===== config.mk =====
export PLATFORM = sky130hd
export DESIGN_NAME = reg_rename_file
export DESIGN_NICKNAME = d
export VERILOG_FILES = /design/src/rtl/reg_rename_file.sv
export SDC_FILE = /design/constraint.sdc
export NUM_CORES = 2
export LEC_CHECK = 0
export ABC_AREA = 1
export BUFFER_PORTS_ARGS = -buffer_cell sky130_fd_sc_hd__clkbuf_2
export CAP_MARGIN = 20
export CORE_MARGIN = 4
export CORE_UTILIZATION = 55
export DETAILED_ROUTE_END_ITERATION = 6
export PLACE_DENSITY_LB_ADDON = 0.08
export SYNTH_ARGS = -nofsm -noshare
export SYNTH_HDL_FRONTEND = slang
export SYNTH_SLANG_ARGS = --single-unit

===== constraint.sdc =====
create_clock -name clk -period 117.3 [get_ports clk]
set_input_delay 11.73 -clock clk [delete_from_list [all_inputs] [get_ports clk]]
set_output_delay 11.73 -clock clk [all_outputs]
set_load 0.1 [all_outputs]

===== src/rtl/reg_rename_file.sv =====
// Architectural register file with per-register rename state (busy + producing
// ROB tag). Two combinational source queries with commit forwarding, one
// rename port from decode, one commit port and a misbranch flush from the ROB.
module reg_rename_file #(
    parameter int unsigned DATA_W    = 32,
    parameter int unsigned REG_TAG_W = 5,
    parameter int unsigned ROB_TAG_W = 4
) (
    input  logic                 clk,
    input  logic                 rst,
    input  logic                 rdy,

    input  logic [REG_TAG_W-1:0] in_decode_reg_tag1,
    output logic [DATA_W-1:0]    out_decode_value1,
    output logic [ROB_TAG_W-1:0] out_decode_robtag1,
    output logic                 out_decode_busy1,

    input  logic [REG_TAG_W-1:0] in_decode_reg_tag2,
    output logic [DATA_W-1:0]    out_decode_value2,
    output logic [ROB_TAG_W-1:0] out_decode_robtag2,
    output logic                 out_decode_busy2,

    input  logic [REG_TAG_W-1:0] in_decode_destination,
    input  logic [ROB_TAG_W-1:0] in_decode_rob_tag,

    input  logic [REG_TAG_W-1:0] in_rob_commit_destination,
    input  logic [DATA_W-1:0]    in_rob_commit_value,
    input  logic [ROB_TAG_W-1:0] in_rob_commit_rob_tag,
    input  logic                 in_rob_misbranch
);

    localparam int unsigned NUM_REGS = 1 << REG_TAG_W;
    localparam int unsigned RD_W     = DATA_W + 1 + ROB_TAG_W;

    // Entry 0 is never written, so x0 stays zero in state as well.
    logic [NUM_REGS-1:0][DATA_W-1:0]    data_q, data_d;
    logic [NUM_REGS-1:0]                busy_q, busy_d;
    logic [NUM_REGS-1:0][ROB_TAG_W-1:0] tag_q,  tag_d;

    logic commit_vld;
    logic rename_vld;

    assign commit_vld = (in_rob_commit_rob_tag != '0) && (in_rob_commit_destination != '0);
    assign rename_vld = (in_decode_rob_tag != '0) && (in_decode_destination != '0);

    // Pre-edge lookup of one register, bypassing a matching commit; packed as {value, busy, tag}.
    function automatic logic [RD_W-1:0] read_port(input logic [REG_TAG_W-1:0] idx);
        logic fwd;
        fwd = commit_vld && (in_rob_commit_destination == idx) && (idx != '0)
              && busy_q[idx] && (tag_q[idx] == in_rob_commit_rob_tag);
        if (fwd) begin
            return {in_rob_commit_value, 1'b0, {ROB_TAG_W{1'b0}}};
        end else if (idx == '0) begin
            return {RD_W{1'b0}};
        end else if (busy_q[idx]) begin
            return {data_q[idx], 1'b1, tag_q[idx]};
        end else begin
            return {data_q[idx], 1'b0, {ROB_TAG_W{1'b0}}};
        end
    endfunction

    // Query port 1.
    always_comb begin
        {out_decode_value1, out_decode_busy1, out_decode_robtag1} = read_port(in_decode_reg_tag1);
    end

    // Query port 2.
    always_comb begin
        {out_decode_value2, out_decode_busy2, out_decode_robtag2} = read_port(in_decode_reg_tag2);
    end

    // Next state: commit first, then flush or rename (rename wins over commit's clear).
    always_comb begin
        data_d = data_q;
        busy_d = busy_q;
        tag_d  = tag_q;

        if (commit_vld) begin
            data_d[in_rob_commit_destination] = in_rob_commit_value;
            // A younger rename of the same register keeps its mapping.
            if (busy_q[in_rob_commit_destination]
                && (tag_q[in_rob_commit_destination] == in_rob_commit_rob_tag)) begin
                busy_d[in_rob_commit_destination] = 1'b0;
                tag_d[in_rob_commit_destination]  = '0;
            end
        end

        if (in_rob_misbranch) begin
            busy_d = '0;
            tag_d  = '0;
        end else if (rename_vld) begin
            busy_d[in_decode_destination] = 1'b1;
            tag_d[in_decode_destination]  = in_decode_rob_tag;
        end
    end

    // State registers; frozen while rdy is low.
    always_ff @(posedge clk or posedge rst) begin
        if (rst) begin
            data_q <= '0;
            busy_q <= '0;
            tag_q  <= '0;
        end else if (rdy) begin
            data_q <= data_d;
            busy_q <= busy_d;
            tag_q  <= tag_d;
        end
    end

endmodule


==> run metrics <==
highest ir drop seen on vdd 0.0147 mV; Placement Rows 130; most common flop cell mapped by yosys sky130_fd_sc_hd__dfrtp_1; capture point of the worst reg-to-reg path busy_q[21]$_DFFE_PP0P_; number of instances in the synthesized netlist 10,100; Placed Cells incl. Taps 11,100; Placeable Area 126,000 µm²; sequential area share after synthesis 42.5%; I/O pin cnt 138; layout cells sized above 1 6.04%; register bit total from synthesis 1,184; Detailed Routing Iterations Pass 1 7; Reg2Reg Depth 17; setup violation total in the final timing report 0; number of clock sinks 1,184; leading cell types by count after synthesis sky130_fd_sc_hd__nand2_1, sky130_fd_sc_hd__o21ai_0, sky130_fd_sc_hd__nor2_1; number of nets produced by synthesis 10,100; critical path required time 105.57 ns; actual transition at the worst max-transition pin 1.69 ns; startpoint kind of the worst setup timing path input pin; run status complete, but fails checks; instance count on the critical path 15; number of buffers added by the clock tree synthesis step 135; total of max-cap violations 0; ratio of total power to cell area 16.5 nW/µm²; synthesized area 69,800 µm²; total congestion overflow after global routing 0; final layout net count 9,616; number of cells in the finished layout apart from fillers 11,300; count of unresolved DRC violations after routing 38; clock root buffer sky130_fd_sc_hd__clkbuf_16; Synth top area share 42.5%; worst reg2reg path startpoint tag_q[9]$_DFFE_PP0P_; EDFF count, synth 0; buffers inserted by post-CTS timing repair 0; Total Die Area 133,000 µm²; warning count from the yosys run 0; average size of a mapped cell 6.93 µm²; vertical die dimension 364 µm; clock tree from TritonCTS built; max incr delay on CP 0.95 ns; R2R Setup Slk 114.14 ns; violated checks design-rule violations, max-slew violations; number of global-route vias before repair 67,100; category of the critical setup timing path in2out; area growth from synthesis to layout 7.05%; library cell occupying the most area in the post-synthesis netlist sky130_fd_sc_hd__dfrtp_1; number of failing hold endpoints at the final stage 0; Starting Density 55.5%; Antenna Nets Post-Route 0; last weighted congestion value of the routability-driven placer 0.983; most used cell, CP sky130_fd_sc_hd__nand2_1; total global-route track usage 44.0%; number of vias in the routed layout 74,400; Port Buffers 137; clk_skew 0.0158 ns; proportion of synthesized flip-flops having asynchronous set or reset 100%; aggregate routed wire length 298 mm; clock period minus final worst setup slack 29.31 ns; Final Max Slew Viols 136; first-pass GRT wire length 439 mm; Crit-path slowest cell sky130_fd_sc_hd__buf_4; crit path max fanout 112; antenna violations before repair 29; Crit. End Element output port; post-cts repair resize count 0; number of buffer and inverter instances along the worst setup path 4; worst hold path type reg2reg; cell types with the largest area share after synthesis sky130_fd_sc_hd__dfrtp_1, sky130_fd_sc_hd__o21ai_0, sky130_fd_sc_hd__nand2_1, sky130_fd_sc_hd__nor2_1, sky130_fd_sc_hd__a21oi_1; top-count cell post-synth sky130_fd_sc_hd__nand2_1; period utilization 25.0%; arrival time reported for the critical path endpoint 17.58 ns; Post-CTS Hold Buffers 0; FMAX 34.1 MHz; Clock Tree Buf Depth 3; post-route total power 1.23 mW; detail-routed net length per standard cell 26.4 µm; cell depth of the worst hold path 0; DRT iter0 DRCs 12,700; HP Start data_q[13]$_DFFE_PP0P_; unrepaired setup endpoints after global routing false; maximum number of pins on one net before global-route repair 236; Min Hold Slack 0.403 ns; setup TNS 0 ns; Critical Path, Cell by Cell clkbuf_8 -> inv_8 -> buf_4 -> o21ai_0 -> o22ai_1 -> o21ai_0 -> o211ai_1 -> nand2_1 -> nand2_1 -> nand2_1 -> nor2_4 -> nand2_2 -> nand2_1 -> nand2_1 -> clkbuf_2; Core Util, Final 59.4%; worst rel slew slack -12.5%; Hold Crit Endpoint data_q[13]$_DFFE_PP0P_; CTS H-tree lvls 4; kind of cell with the highest combined delay on the critical path buffers and inverters; leakage power 33.9 nW; insertion delay of the later-clocked pin in the worst-skew pair 0.78 ns; clock transition at the registers of the reported paths 0.06 ns; width of the die 364 µm; HPWL after DPL 168 mm; Distinct cells, synth 44; via density per instance 6.57
==> flip-flops by register name, summed over array words and instances (netlist names) <==
signal / count
busy_q: 32
data_q: 1024
tag_q: 128
==> cells by family after synthesis <==
| group | share of synthesized area (%) |
|---|---|
| buffers and inverters | 7.86 |
| xor gates and xnor gates | 0.0879 |
| DFF | 42.5 |
| AOI/OAI and AO/OA | 26.3 |
| and+or+nand+nor | 23.3 |
==> area by class of cell <==
cell class / count / area, µm²
diodes: 19 / 47.5
well taps: 1650 / 2060
inverters: 459 / 1780
multi-input cells: 7510 / 34900
repair buffers: 262 / 1820
clock inverters: 47 / 503
fillers: 11700 / 51100
flip-flops and latches: 1184 / 29600
clock buffers: 194 / 3960
==> layer usage <==
layer | up-vias | wire (µm) | GRT usage (%)
met2 | 5941 | 120000 | 60.9
met1 | 34500 | 111000 | 59.2
met3 | 1253 | 47100 | 15.5
li1 | 32700 | - | -
met4 | 12 | 20600 | 26.3
met5 | - | 100 | 0
==> per-stage QoR <==
stage               setup WS [ns]  instance area (µm²)
floorplan                   72.22                69800
global placement            88.32                70100
detailed placement          88.37                70100
CTS                         88.34                74600
global route                87.87                74600
finish                      87.99                74700
==> placed cells by master, fill, tap and decap left out, types with 13 or more instances in the layout <==
| master | netlist | routed |
|---|---|---|
| sky130_fd_sc_hd__inv_1 | 436 | 429 |
| sky130_fd_sc_hd__o32ai_1 | 25 | 25 |
| sky130_fd_sc_hd__o221ai_1 | 19 | 19 |
| sky130_fd_sc_hd__o22ai_1 | 383 | 383 |
| sky130_fd_sc_hd__nand2_1 | 2327 | 2311 |
| sky130_fd_sc_hd__clkbuf_8 | 0 | 31 |
| sky130_fd_sc_hd__clkinv_2 | 0 | 27 |
| sky130_fd_sc_hd__a221oi_1 | 27 | 27 |
| sky130_fd_sc_hd__inv_2 | 14 | 13 |
| sky130_fd_sc_hd__a211oi_1 | 62 | 62 |
| sky130_fd_sc_hd__clkbuf_2 | 0 | 127 |
| sky130_fd_sc_hd__clkbuf_16 | 0 | 138 |
| sky130_fd_sc_hd__o21ai_0 | 2210 | 2210 |
| sky130_fd_sc_hd__diode_2 | 0 | 19 |
| sky130_fd_sc_hd__a21oi_1 | 576 | 576 |
| sky130_fd_sc_hd__buf_4 | 21 | 117 |
| sky130_fd_sc_hd__o211ai_1 | 55 | 55 |
| sky130_fd_sc_hd__nand2_4 | 0 | 17 |
| sky130_fd_sc_hd__nor2_1 | 1366 | 1362 |
| sky130_fd_sc_hd__nor3_4 | 3 | 14 |
| sky130_fd_sc_hd__o21ai_1 | 52 | 52 |
| sky130_fd_sc_hd__a31oi_1 | 13 | 13 |
| sky130_fd_sc_hd__nand4_1 | 47 | 47 |
| sky130_fd_sc_hd__dfrtp_1 | 1184 | 1184 |
| sky130_fd_sc_hd__nor3_1 | 45 | 45 |
| sky130_fd_sc_hd__clkbuf_1 | 702 | 26 |
| sky130_fd_sc_hd__nand3_1 | 211 | 211 |
==> power by group <==
part / internal (mW) / switching (mW)
clock: 0.253 / 0.183
combinational: 0.0787 / 0.187
sequential: 0.483 / 0.0500
total: 0.814 / 0.420
==> how the worst max path moves through the flow <==
stage | slack, ns | to | start
after floorplan | 72.22 | busy_q[0]$_DFFE_PP0P_ | rst
after global placement | 88.32 | out_decode_value2[30] | in_decode_reg_tag2[1]
after detailed placement | 88.37 | out_decode_value2[30] | in_decode_reg_tag2[1]
after CTS | 88.34 | out_decode_value2[21] | in_decode_reg_tag2[1]
after global routing | 87.87 | out_decode_value2[21] | in_decode_reg_tag2[1]
final | 87.99 | out_decode_value2[21] | in_decode_reg_tag2[1]
Power figures use the tool's default switching activity.
